File: config.mk
export PLATFORM = sky130hd
export DESIGN_NAME = booth_radix4_seq_mult_flat
export DESIGN_NICKNAME = d
export VERILOG_FILES = /design/src/rtl/booth_radix4_seq_mult_if.sv /design/src/rtl/booth_radix4_seq_mult.sv /design/src/flat_wrapper.sv
export SDC_FILE = /design/constraint.sdc
export NUM_CORES = 1
export LEC_CHECK = 0
export CORE_ASPECT_RATIO = 0.8
export CORE_UTILIZATION = 55
export DETAILED_ROUTE_END_ITERATION = 16
export DONT_BUFFER_PORTS = 1
export PLACE_DENSITY = 0.74
export SLEW_MARGIN = 10
export SYNTH_ARGS = -nofsm -noshare
export SYNTH_HDL_FRONTEND = slang
export SYNTH_SLANG_ARGS = --single-unit
export TNS_END_PERCENT = 50
File: constraint.sdc
create_clock -name Clk -period 6.7 [get_ports Clk]
set_clock_uncertainty 0.2 [all_clocks]
set_input_delay 0.67 -clock Clk [delete_from_list [all_inputs] [get_ports Clk]]
set_output_delay 0.67 -clock Clk [all_outputs]
set_load 0.01 [all_outputs]
File: src/rtl/booth_radix4_seq_mult_if.sv
// Multiplier request/result bundle between the ALU control (master) and the Booth multiplier (slave).
// Operands and mode travel with Start; Busy/Done/Hi/Lo/BoothSel return from the multiplier.
interface booth_radix4_seq_mult_if #(
  parameter int WIDTH = 32
);
  logic             Start;
  logic             Signed;
  logic [WIDTH-1:0] A;
  logic [WIDTH-1:0] B;
  logic             Busy;
  logic             Done;
  logic [2:0]       BoothSel;
  logic [WIDTH-1:0] Hi;
  logic [WIDTH-1:0] Lo;

  modport master (
    output Start, Signed, A, B,
    input  Busy, Done, BoothSel, Hi, Lo
  );

  modport slave (
    input  Start, Signed, A, B,
    output Busy, Done, BoothSel, Hi, Lo
  );
endinterface

File: src/rtl/booth_radix4_seq_mult.sv
// Sequential radix-4 Booth multiplier (mult/multu): one Booth digit per clock, WIDTH/2+1 steps.
// Start->Done is WIDTH/2+2 cycles; Start is ignored while Busy, Start in the DONE cycle chains a new op.
module booth_radix4_seq_mult #(
  parameter int WIDTH = 32
) (
  input  logic                    Clk,
  input  logic                    Reset_n,
  booth_radix4_seq_mult_if.slave  bus
);

  localparam int N  = WIDTH / 2 + 1;
  localparam int CW = $clog2(N);
  localparam int XW = WIDTH + 2;
  localparam int PW = WIDTH + 4;
  localparam int SW = PW + XW + 1;

  typedef enum logic [1:0] {
    IDLE = 2'd0,
    RUN  = 2'd1,
    DONE = 2'd2
  } state_t;

  state_t          state;
  state_t          stateNext;

  logic [XW-1:0]   mReg;
  logic [XW-1:0]   qReg;
  logic            qm1;
  logic [PW-1:0]   pReg;
  logic [CW-1:0]   stepCnt;
  logic [WIDTH-1:0] hiReg;
  logic [WIDTH-1:0] loReg;

  logic [2:0]      triplet;
  logic [PW-1:0]   mExt;
  logic [PW-1:0]   m2Ext;
  logic [PW-1:0]   ppSel;
  logic [PW-1:0]   pSum;
  logic [SW-1:0]   shifted;
  logic [PW-1:0]   pNext;
  logic [XW-1:0]   qNext;
  logic            qm1Next;
  logic [XW-1:0]   aExt;
  logic [XW-1:0]   bExt;
  logic            lastStep;
  logic            capture;
  logic            busyNext;
  logic            doneNext;
  logic [2:0]      selNext;

  assign triplet = {qReg[1], qReg[0], qm1};
  assign mExt    = {{2{mReg[XW-1]}}, mReg};
  assign m2Ext   = {mExt[PW-2:0], 1'b0};

  always_comb begin
    ppSel = '0;
    case (triplet)
      3'b001, 3'b010: ppSel = mExt;
      3'b011:         ppSel = m2Ext;
      3'b100:         ppSel = -m2Ext;
      3'b101, 3'b110: ppSel = -mExt;
      default:        ppSel = '0;
    endcase
  end

  // Accumulate, then shift {P,Q,Q-1} right by one Booth digit keeping P's sign.
  assign pSum    = pReg + ppSel;
  assign shifted = $signed({pSum, qReg, qm1}) >>> 2;
  assign {pNext, qNext, qm1Next} = shifted;

  assign aExt = {{2{bus.Signed & bus.A[WIDTH-1]}}, bus.A};
  assign bExt = {{2{bus.Signed & bus.B[WIDTH-1]}}, bus.B};

  assign lastStep = (stepCnt == CW'(N - 1));
  assign capture  = bus.Start && (state != RUN);

  always_ff @(posedge Clk or negedge Reset_n) begin
    if (!Reset_n) begin
      state <= IDLE;
    end else begin
      state <= stateNext;
    end
  end

  always_comb begin
    stateNext = state;
    busyNext  = 1'b0;
    doneNext  = 1'b0;
    selNext   = 3'b000;
    case (state)
      IDLE: begin
        if (bus.Start) stateNext = RUN;
      end
      RUN: begin
        busyNext = 1'b1;
        selNext  = triplet;
        if (lastStep) stateNext = DONE;
      end
      DONE: begin
        doneNext  = 1'b1;
        stateNext = bus.Start ? RUN : IDLE;
      end
      default: stateNext = IDLE;
    endcase
  end

  assign bus.Busy     = busyNext;
  assign bus.Done     = doneNext;
  assign bus.BoothSel = selNext;
  assign bus.Hi       = hiReg;
  assign bus.Lo       = loReg;

  always_ff @(posedge Clk or negedge Reset_n) begin
    if (!Reset_n) begin
      mReg    <= '0;
      qReg    <= '0;
      qm1     <= 1'b0;
      pReg    <= '0;
      stepCnt <= '0;
      hiReg   <= '0;
      loReg   <= '0;
    end else if (capture) begin
      mReg    <= aExt;
      qReg    <= bExt;
      qm1     <= 1'b0;
      pReg    <= '0;
      stepCnt <= '0;
    end else if (state == RUN) begin
      pReg    <= pNext;
      qReg    <= qNext;
      qm1     <= qm1Next;
      stepCnt <= stepCnt + 1'b1;
      // After the final shift the multiplier has left Q entirely; low 2*WIDTH bits of {P,Q} are the product.
      if (lastStep) begin
        loReg <= qNext[WIDTH-1:0];
        hiReg <= {pNext[WIDTH-3:0], qNext[XW-1:WIDTH]};
      end
    end
  end

endmodule

File: src/flat_wrapper.sv
// flat-port wrapper written by rule: the top's interface ports become plain ports
module booth_radix4_seq_mult_flat 
#(
  parameter int WIDTH = 32
)
  (Clk, Reset_n, bus_Start, bus_Signed, bus_A, bus_B, bus_Busy, bus_Done, bus_BoothSel, bus_Hi, bus_Lo);
  booth_radix4_seq_mult_if #(.WIDTH(WIDTH)) bus_i ();
  input  logic Clk;
  input  logic Reset_n;
  input wire logic [$bits(bus_i.Start)-1:0] bus_Start;
  input wire logic [$bits(bus_i.Signed)-1:0] bus_Signed;
  input wire logic [$bits(bus_i.A)-1:0] bus_A;
  input wire logic [$bits(bus_i.B)-1:0] bus_B;
  output wire logic [$bits(bus_i.Busy)-1:0] bus_Busy;
  output wire logic [$bits(bus_i.Done)-1:0] bus_Done;
  output wire logic [$bits(bus_i.BoothSel)-1:0] bus_BoothSel;
  output wire logic [$bits(bus_i.Hi)-1:0] bus_Hi;
  output wire logic [$bits(bus_i.Lo)-1:0] bus_Lo;
  assign bus_i.Start = bus_Start;
  assign bus_i.Signed = bus_Signed;
  assign bus_i.A = bus_A;
  assign bus_i.B = bus_B;
  assign bus_Busy = bus_i.Busy;
  assign bus_Done = bus_i.Done;
  assign bus_BoothSel = bus_i.BoothSel;
  assign bus_Hi = bus_i.Hi;
  assign bus_Lo = bus_i.Lo;
  booth_radix4_seq_mult #(.WIDTH(WIDTH)) u_core (.Clk(Clk), .Reset_n(Reset_n), .bus(bus_i));
endmodule
* Yosys cells after proc, flatten, opt, wreduce, memory -nomap -nowiden
Index checks and enable logic that the tools add are counted.
Operators by class: shifts and indexed selects 0, equality and inequality tests 12, multiply operators 0, bitwise gates (word level) 3, add/sub/neg operators 4, divide/modulo/power cells 0, reduce and logical (&&, ||, !) cells 7, muxes and demuxes 16, magnitude comparators 0
Operators with widths (count):
- case mux 36 bit (4 select lines) | 1
- 2-to-1 mux 36 bit | 2
- negator 36 bit | 2
- 2-to-1 mux 34 bit | 2
- adder 36 bit | 1
- 2-to-1 mux 5 bit | 2
- == test 3 bit (second input constant) | 3
- == test 3 x 2 -> 1 bit (second input constant) | 2
- case mux 2 bit (3 select lines) | 1
- adder 5 x 1 -> 5 bit (second input constant) | 1
- == test 5 bit (second input constant) | 1
- 2-to-1 mux 1 bit | 5
- 2-to-1 mux 2 bit | 2
- inequality test 2 x 1 -> 1 bit (second input constant) | 2
- OR reduction 2 bit | 2
- == test 3 x 1 -> 1 bit (second input constant) | 1
- 2-to-1 mux 3 bit | 1
- AND reduction 3 bit | 1
- AND 1 bit | 2
- == test 2 x 1 -> 1 bit (second input constant) | 1
- == test 2 bit (second input constant) | 1
- zero test 2 bit | 1
- inequality test 2 bit (second input constant) | 1
- AND reduction 2 bit | 1
- 3 further kinds | 3
Storage, ports and cells: memories 0, output and inout bits 69, logic and storage cells 50, bits in latches 0, memory bits (writable) 0, ROM bits 0, flip-flop bits (word level) 175

* Logic depth before layout (Yosys ltp)
Gate-level depths: netlist of the first run.
word-level depth 6, mapped depth 20, gate-level depth less buffers 20

* Worst setup path before layout of the first run
OpenSTA, ideal clock, no wires.
kind reg2reg, start register u_core.mReg[6], end register u_core.pReg[32], arrival 4177 ps, required time 6366 ps, slack 2189 ps, cell stages (with the launch flop) 21, path buffers 2, cells stage by stage dfrtp_1 buf_6 or3_1 buf_2 nand4b_1 or3_1 or3_1 nand2_1 xnor2_1 nand2_1 nand3_1 ha_1 a21oi_1 nor2b_1 a41oi_1 nand3_1 a311o_1 a221oi_1 o221ai_1 xnor2_1 o21ai_0
Between the ends: longest elaborated chain between the ends 5, elaborated cells between the ends (all ways) 6, classes of those cells 3 x add/sub; 3 x mux
RTL lines:
- from (decl) | RTL line booth_radix4_seq_mult.sv:26 | logic [XW-1:0] mReg;
- from (signal assigned) | RTL line booth_radix4_seq_mult.sv:123 | mReg <= aExt;
- negator 36 bit, on equally long branches | RTL line booth_radix4_seq_mult.sv:61, booth_radix4_seq_mult.sv:60
- case mux 36 bit (4 select lines) (*) | RTL line booth_radix4_seq_mult.sv:57 | case (triplet)
- adder 36 bit (*) | RTL line booth_radix4_seq_mult.sv:67 | assign pSum = pReg + ppSel;
- 2-to-1 mux 36 bit (*) | RTL line booth_radix4_seq_mult.sv:128 | end else if (state == RUN) begin
- 2-to-1 mux 36 bit (*) | RTL line booth_radix4_seq_mult.sv:122 | end else if (capture) begin
- to (signal assigned) | RTL line booth_radix4_seq_mult.sv:129 | pReg <= pNext;
- to (decl) | RTL line booth_radix4_seq_mult.sv:29 | logic [PW-1:0] pReg;
Mark *: on every way between the ends. The rest lies on a longest branch, timed or not. The select of a mux whose other input is x is not followed. A chain may end at the register's enable or synchronous reset.

* Final worst setup path of the first run
start register u_core.qReg[0], end register u_core.pReg[32]
Between the ends: longest elaborated chain between the ends 6, elaborated cells between the ends (all ways) 12, classes of those cells 1 x add/sub; 6 x eq/ne; 3 x mux; 2 x reduce/logical
RTL lines:
- from (decl) | RTL line booth_radix4_seq_mult.sv:27 | logic [XW-1:0] qReg;
- from (signal assigned) | RTL line booth_radix4_seq_mult.sv:124 | qReg <= bExt;
- from (signal assigned) | RTL line booth_radix4_seq_mult.sv:130 | qReg <= qNext;
- == test 3 bit, or another cell as far along | RTL line booth_radix4_seq_mult.sv:57
- OR reduction 2 bit | RTL line booth_radix4_seq_mult.sv:57
- case mux 36 bit (4 select lines) (*) | RTL line booth_radix4_seq_mult.sv:57
- adder 36 bit (*) | RTL line booth_radix4_seq_mult.sv:67
- 2-to-1 mux 36 bit (*) | RTL line booth_radix4_seq_mult.sv:128
- 2-to-1 mux 36 bit (*) | RTL line booth_radix4_seq_mult.sv:122
Marks and branches as above.

==> results by stage, run 1 <==
Worst setup path:
- The critical path data required time is 6.78 ns.
- The critical path in this run is classified as reg2reg.
- At the worst endpoint, the arrival time is 5.42 ns.
- Of all nets on the critical path, the largest fanout is 28.
- The type of element capturing the critical path is a register.
- The kind of launch point of the worst setup path is a register.

Logic synthesis:
- The synthesized design spends more area on one cell type than any other, namely dfrtp_1.
- The unique cell type count in the Yosys netlist is 66.
- Ranked by total cell area, the synthesized netlist is headed by dfrtp_1 42%, nand2_1 9.6%, o21ai_0 6.5%, ha_1 4.6%, xnor2_1 3.8%.
- The count of synthesis-stage warnings from yosys is 0.
- The commonest register cell after synthesis is dfrtp_1.
- The share of Yosys cell area claimed by the top area cell type is 42.08%.
- The most used standard cell by instance count after synthesis is nand2_1.
- The mapped netlist covers 10290 µm².
- Counting instances in the post-synthesis netlist gives the leading cell types as 263 x nand2_1, 173 x dfrtp_1, 133 x o21ai_0, 63 x clkbuf_1.
- The average cell area after synthesis is about 8.7 µm².
- The count of flip-flops with a built-in enable after synthesis is 0.
- After synthesis, flip-flops and latches occupy between 40% and 50% of the total area.
- After synthesis, the share of flip-flops with an asynchronous set or reset is 100.0%.
- Synthesis produced a netlist whose cell count is approximately 1.2k.
- The register bit count reported by yosys is 173.
- The net count of the mapped netlist is 1289.

Placement:
- The routability congestion estimate is ~0.95.
- The count of input and output buffers is 0.
- The post-DP HPWL is 17750 µm.

Clocking:
- The TritonCTS clock tree is done.
- CTS placed an instance of clkbuf_16 at the clock tree root.
- After clock tree synthesis, the clock-pin slew on the worst setup and hold paths is roughly 0.07 ns.
- The number of clock sinks is 173.
- Buffers inserted during clock tree synthesis total 17.
- The H-tree depth reported by CTS is 4.
- The number of resized instances in the post-cts repair step is 0.
- The number of buffers between clock root and the deepest sink is 2.
- At the later pin of the worst-skew pair, clock insertion delay measures 0.44 ns.

Flow run:
- The count of maximum capacitance violations is 0.

Timing:
- The number of max-slew violations in the final report came to 0.
- The summed negative setup slack over all endpoints is 0 ns.
- Based on the critical path, the design can be clocked at up to 0.1876 GHz.
- Setup violations remaining at the end of the flow were counted as 0.
- The worst path uses 79.56% of the clock period.
- The worst slew slack as a fraction of its limit is 26.05%.
- The final count of hold timing violations is 0.
- The routed design could run at a clock period as short as ~5.3 ns.
- Setup repair after global routing left no endpoint under its margin.
- The slew of the pin with the lowest slew margin is approximately 1.1 ns.

Floorplanning:
- 137 I/O pins were placed.
- The standard cell core area is 18220 µm².
- Once the floorplan was initialized, standard cells occupied 56.45% of the core.
- The number of core rows is 44.
- The floorplan step set the die height to 124.3 µm.
- The die extent in x is 154.9 µm.
- The die area is 19260 µm².

Route:
- The first-iteration detailed-routing DRC count is 953.
- After detailed routing, the number of remaining DRC violations is 0.
- The post-route antenna net violation count is 0.
- The average detailed-routed wire length per instance is about 18 µm.
- The number of vias after detailed routing is 8364.
- Dividing the detail-routed via count by the number of cells gives 5.966.
- For this run, the detailed router's first-pass iteration total came to 6.
- The total wire length after detailed routing is 25380 µm.

Layout:
- Cells with a size suffix above 1 make up 7.572% of the layout.
- The area growth from synthesis to layout is 6.859%.
- The number of antenna cells inserted is 0.
- The layout has 1605 filler cells.
- The final net count is 1244.

Global route:
- The first global-routing pass estimated about 40000 µm of wire.
- Entering global routing, the biggest net connects 174 pins.
- The initial antenna violation count is 1.
- The total global-route track usage is 27.34%.
- The residual overflow from global routing is 0.
- The number of global-route vias before repair is 7695.

Status:
- The flow ran to the end, and the final reports show no timing, DRC or antenna violations.

Min path:
- The kind of path behind the tightest hold check is in2async.
cell usage in the layout, fill, tap and decap left out, types with 16 or more instances in the layout:
cell type / instances
a21o_1: 21
a21oi_1: 52
clkbuf_16: 17
dfrtp_1: 173
ha_1: 38
mux2_2: 33
mux2i_1: 37
nand2_1: 262
nand3_1: 48
nor2_1: 52
nor3_1: 16
o21ai_0: 133
xnor2_1: 45
xor2_1: 25
final timing paths:
check                                           startpoint                       endpoint  depth (start not counted)  slack, ns
worst min register to register  u_core.qReg[3]$_DFFE_PN0P_   u_core.bus.Lo[1]$_DFFE_PN0P_                          2       0.28
worst min-delay path                               Reset_n  u_core.bus.Lo[25]$_DFFE_PN0P_                          1       0.03
max in group asynchronous                          Reset_n     u_core.mReg[4]$_DFFE_PN0P_                          1       5.61
worst max-delay path            u_core.qReg[0]$_DFFE_PN0P_    u_core.pReg[32]$_DFFE_PN0P_                         15       1.37
worst max register to register  u_core.qReg[0]$_DFFE_PN0P_    u_core.pReg[32]$_DFFE_PN0P_                         15       1.37
min in group Clk                                 bus_Start  u_core.stepCnt[1]$_DFFE_PN0P_                          1       0.16
per-stage QoR:
step | hold slack [ns] | instances | worst slack (ns) | util [%] | area (µm²)
global placement | 0.1788 | 1370 | 1.550 | 56.98 | 10380
detailed placement | 0.1808 | 1370 | 1.449 | 56.98 | 10380
finish | 0.03083 | 1402 | 1.369 | 60.33 | 10990
floorplan | 0.1744 | 1182 | 2.189 | - | 10290
global route | 0.1337 | 1402 | 0.9513 | 60.33 | 10990
CTS | 0.1101 | 1402 | 1.446 | 60.33 | 10990
flip-flops by register name (all words and copies together), names as in the netlist:
register / cells
u_core.qm1: 1
u_core.pReg: 34
u_core.stepCnt: 5
u_core.state: 2
u_core.bus.Lo: 32
u_core.qReg: 34
u_core.mReg: 33
u_core.bus.Hi: 32
routing by layer:
metal	part of all wire, %	track usage (%)	up-vias	wire length [µm]
li1	-	-	4058	-
met1	50	43.31	3991	12730
met2	41	36.35	295	10400
met3	7.8	6.889	20	1987
met4	1.0	7.280	0	260
met5	0	0	-	0
final cells by class:
type | instances | area [µm²] | share of cell area (%)
Sequential cell | 173 | 4329 | 39.38
Tap cell | 253 | 316.6 | 2.880
Clock buffer | 20 | 446.7 | 4.063
Inverter | 18 | 67.56 | 0.6146
Clock inverter | 11 | 135.1 | 1.229
Multi-Input combinational cell | 918 | 5610 | 51.04
Timing Repair Buffer | 9 | 87.58 | 0.7967
critical path: stages, from the launching register on:
cell and delay, ns:
dfrtp_1 0.87, nand2_1 0.49, nor2_1 0.64, buf_4 0.29, a22oi_1 0.10, o22ai_1 0.21
ha_1 0.34, a21oi_1 0.22, o21ai_0 0.14, nand3_1 0.10, nand3_1 0.27, a311o_1 0.44
a221oi_1 0.38, o221ai_1 0.21, xnor2_1 0.16, o21ai_0 0.10
logic make-up after synthesis:
group / synth area share (%)
buffers and inverters: 3.430
AND/OR/NAND/NOR: 19.59
AO/OA/AOI/OAI: 16.91
multiplexers: 7.212
adder cells (fa/ha/maj): 4.816
XOR/XNOR: 5.960
flip-flops: 42.08
repair_timing:
item,in CTS,in global routing
hold endpoints to repair,173,0
buffers inserted,0,0
hold buffers,1,0
Power of run 1 is not shown: default switching activity piles up to over one toggle a cycle in this logic, so the estimate is an artifact.
==> inputs of run 2 (changes only) <==
Settings changed: PLACE_DENSITY 0.74 to 0.77.
Clock period 6.7 ns to 4.5 ns, I/O delays scaled along.
==> run 2 against run 1 <==
Net effect: first-iteration DRC count shrank 1.5%; utilization up 7.6 points; the run now ends with hold timing left; sequential cell count unchanged.
==> results by stage, run 2 (synthesis results as in run 1) <==
Status:
- The flow ran to the end, but the final reports show violations.
- The final reports fail on hold timing.

Floorplanning:
- The die area is 19260 µm².
- From left edge to right edge, the die measures around 150 µm.
- Once the floorplan was initialized, standard cells occupied 56.45% of the core.
- From bottom edge to top edge, the die measures between 100 and 150 µm.
- The standard cell core area is around 18000 µm².
- After floorplanning, the core was divided into between 40 and 50 placement rows.
- Pin placement for this block handled around 140 I/O pins.

Timing:
- Setup repair after global routing could not meet its margin everywhere.
- The number of max-slew violations in the final report is 0.
- Setup total negative slack on the finished layout was measured at 0 ns.
- The portion of the clock cycle consumed by the worst path in the final layout is 97.76%.
- The final count of hold timing violations was 173.
- The slew of the pin with the lowest slew margin is 1.079 ns.
- Setup violations remaining at the end of the flow were counted as 0.
- The worst path in the final design needs a cycle of approximately 4.4 ns, including I/O delays and setup.
- Measured against its own limit, the worst slew margin works out to 27.61%.
- The fmax is 0.2273 GHz.
- The worst hold slack is -0.4964 ns.

Route:
- The average detailed-routed wire length per instance is 18.27 µm.
- Summed over all layers, the routed wires come to 27980 µm.
- The number of detailed-route iterations in the first pass is 6.
- After detailed routing, the number of vias per cell comes to slightly below 6.
- The first-iteration detailed-routing DRC count is 939.
- The detail route stage leaves a number of antenna-violating nets equal to 0.
- Summing over every cut layer, the via total after detailed routing is slightly above 9k.
- The remaining routing DRC violations is 0.

Placement:
- The number of placed instances with taps included is 1454.
- Detailed placement ended at an HPWL of 18480 µm.
- At the end of routability-driven placement, the weighted congestion stood at 0.9251.
- Buffers placed on the I/O ports in this run total 0.
- In this run the cell area measured after placement is between 10000 and 15000 µm².

Global route:
- Entering global routing, the biggest net connects 174 pins.
- The wire length of the first global-routing pass is 43870 µm.
- The number of global-route vias before repair was 8495.
- After global routing the overflow that remains totals 0.
- The initial antenna violation count is 1.
- Across every metal layer, demand over resource in global routing totals 28.75%.

Layout:
- The top cell types in the final layout, fill and taps aside, are 258 x nand2_1, 173 x dfrtp_1, 122 x o21ai_0, 98 x buf_4, 51 x nor2_1.
- The post-route netlist has between 10% and 20% of its cells at a drive strength greater than 1.
- The number of filler cells placed in the layout is 1388.
- The area added between synthesis and finish is 20.41%.
- The largest registers in the layout are u_core.pReg (34), u_core.qReg (34), u_core.mReg (33).
- After the flow finishes, the layout carries non-filler instances totaling 1532.
- The library cell used most frequently in the layout, excluding fill and tap cells, is nand2_1.
- The final layout contains between 1k and 1.5k nets.
- The finished cells cover 12390 µm².

Clocking:
- The number of buffers between clock root and the deepest sink is 2.
- The H-tree generated during clock tree synthesis spans 4 levels.
- The count of hold buffers inserted by post-cts repair is 37.
- The number of clock sinks is 173.
- TritonCTS built the clock tree.
- The clock tree root buffer cell is clkbuf_16.
- For the worst-skew pair, the clock arrives at the later sink with an insertion delay of 0.44 ns.
- In this run, CTS created clock tree buffers numbering 17.
- Clock-pin slew was measured on the worst setup and hold paths at 0.08 ns.

Worst setup path:
- The internal reg-to-reg setup slack is 0.10 ns.
- The peak fanout along the critical path is 5.
- The type of element capturing the critical path is a register.
- The critical path data required time is 4.59 ns.
- The worst path arrival time is 4.49 ns.
- The critical path in this run is classified as reg2reg.
- The kind of launch point of the worst setup path is a register.

Min path:
- The path class of the tightest hold or removal check is in2async.

Flow run:
- The count of maximum capacitance violations is 0.
[run 2: final cells by class]
cell class	count	area [µm²]	area share, %
Timing Repair Buffer	137	1137	9.182
Sequential cell	173	4329	34.95
Multi-Input combinational cell	918	5951	48.04
Clock buffer	18	439.2	3.545
Tap cell	253	316.6	2.556
Inverter	18	67.56	0.5455
Clock inverter	14	143.9	1.162
Antenna cell	1	2.502	0.02020
[run 2: critical path: stages (launching register included)]
cell	delay [ns]
dfrtp_1	0.39
or3_4	0.41
nand4b_1	0.21
or3_4	0.37
or3_4	0.35
nor2_1	0.11
o21ai_1	0.09
o311ai_2	0.12
ha_1	0.36
nor2b_1	0.17
a41oi_2	0.18
nand3_2	0.15
a311o_1	0.42
a221oi_2	0.29
buf_4	0.17
xor2_2	0.17
o21ai_1	0.08
[run 2: final timing paths]
path / from / to / cells after the start
worst min register to register: u_core.qReg[9]$_DFFE_PN0P_ / u_core.bus.Lo[7]$_DFFE_PN0P_ / 2
worst max-delay path: u_core.mReg[7]$_DFFE_PN0P_ / u_core.bus.Hi[26]$_DFFE_PN0P_ / 16
min in group Clk: bus_B[19] / u_core.qReg[19]$_DFFE_PN0P_ / 2
worst min-delay path: Reset_n / u_core.bus.Hi[13]$_DFFE_PN0P_ / 0
max in group asynchronous: Reset_n / u_core.stepCnt[1]$_DFFE_PN0P_ / 0
worst max register to register: u_core.mReg[7]$_DFFE_PN0P_ / u_core.bus.Hi[26]$_DFFE_PN0P_ / 16
[run 2: routing by layer]
| metal | part of all wire [%] | routed length [µm] | track usage [%] |
|---|---|---|---|
| met2 | 45 | 12580 | 43.19 |
| met1 | 45 | 12540 | 40.84 |
| met5 | 0 | 0 | 0 |
| met3 | 8.6 | 2412 | 8.038 |
| met4 | 1.6 | 454 | 7.338 |
[run 2: stage by stage]
step                setup slack (ns)  utilization [%]
global placement             0.05835            60.55
global route                 -0.1752            67.96
detailed placement          -0.06176            60.55
CTS                         -0.04000            65.98
finish                        0.1008            67.98
floorplan                    0.06658                -
[run 2: timing repair]
item | 4_1_cts | 5_1_grt
pin swaps | 1 | 37
setup buffers | 1 | 7
hold endpoints to repair | 209 | 173
gates cloned | 0 | 0
setup endpoints to repair | 4 | 26
resized for setup | 6 | 73
Power of run 2 is left out for the same reason.
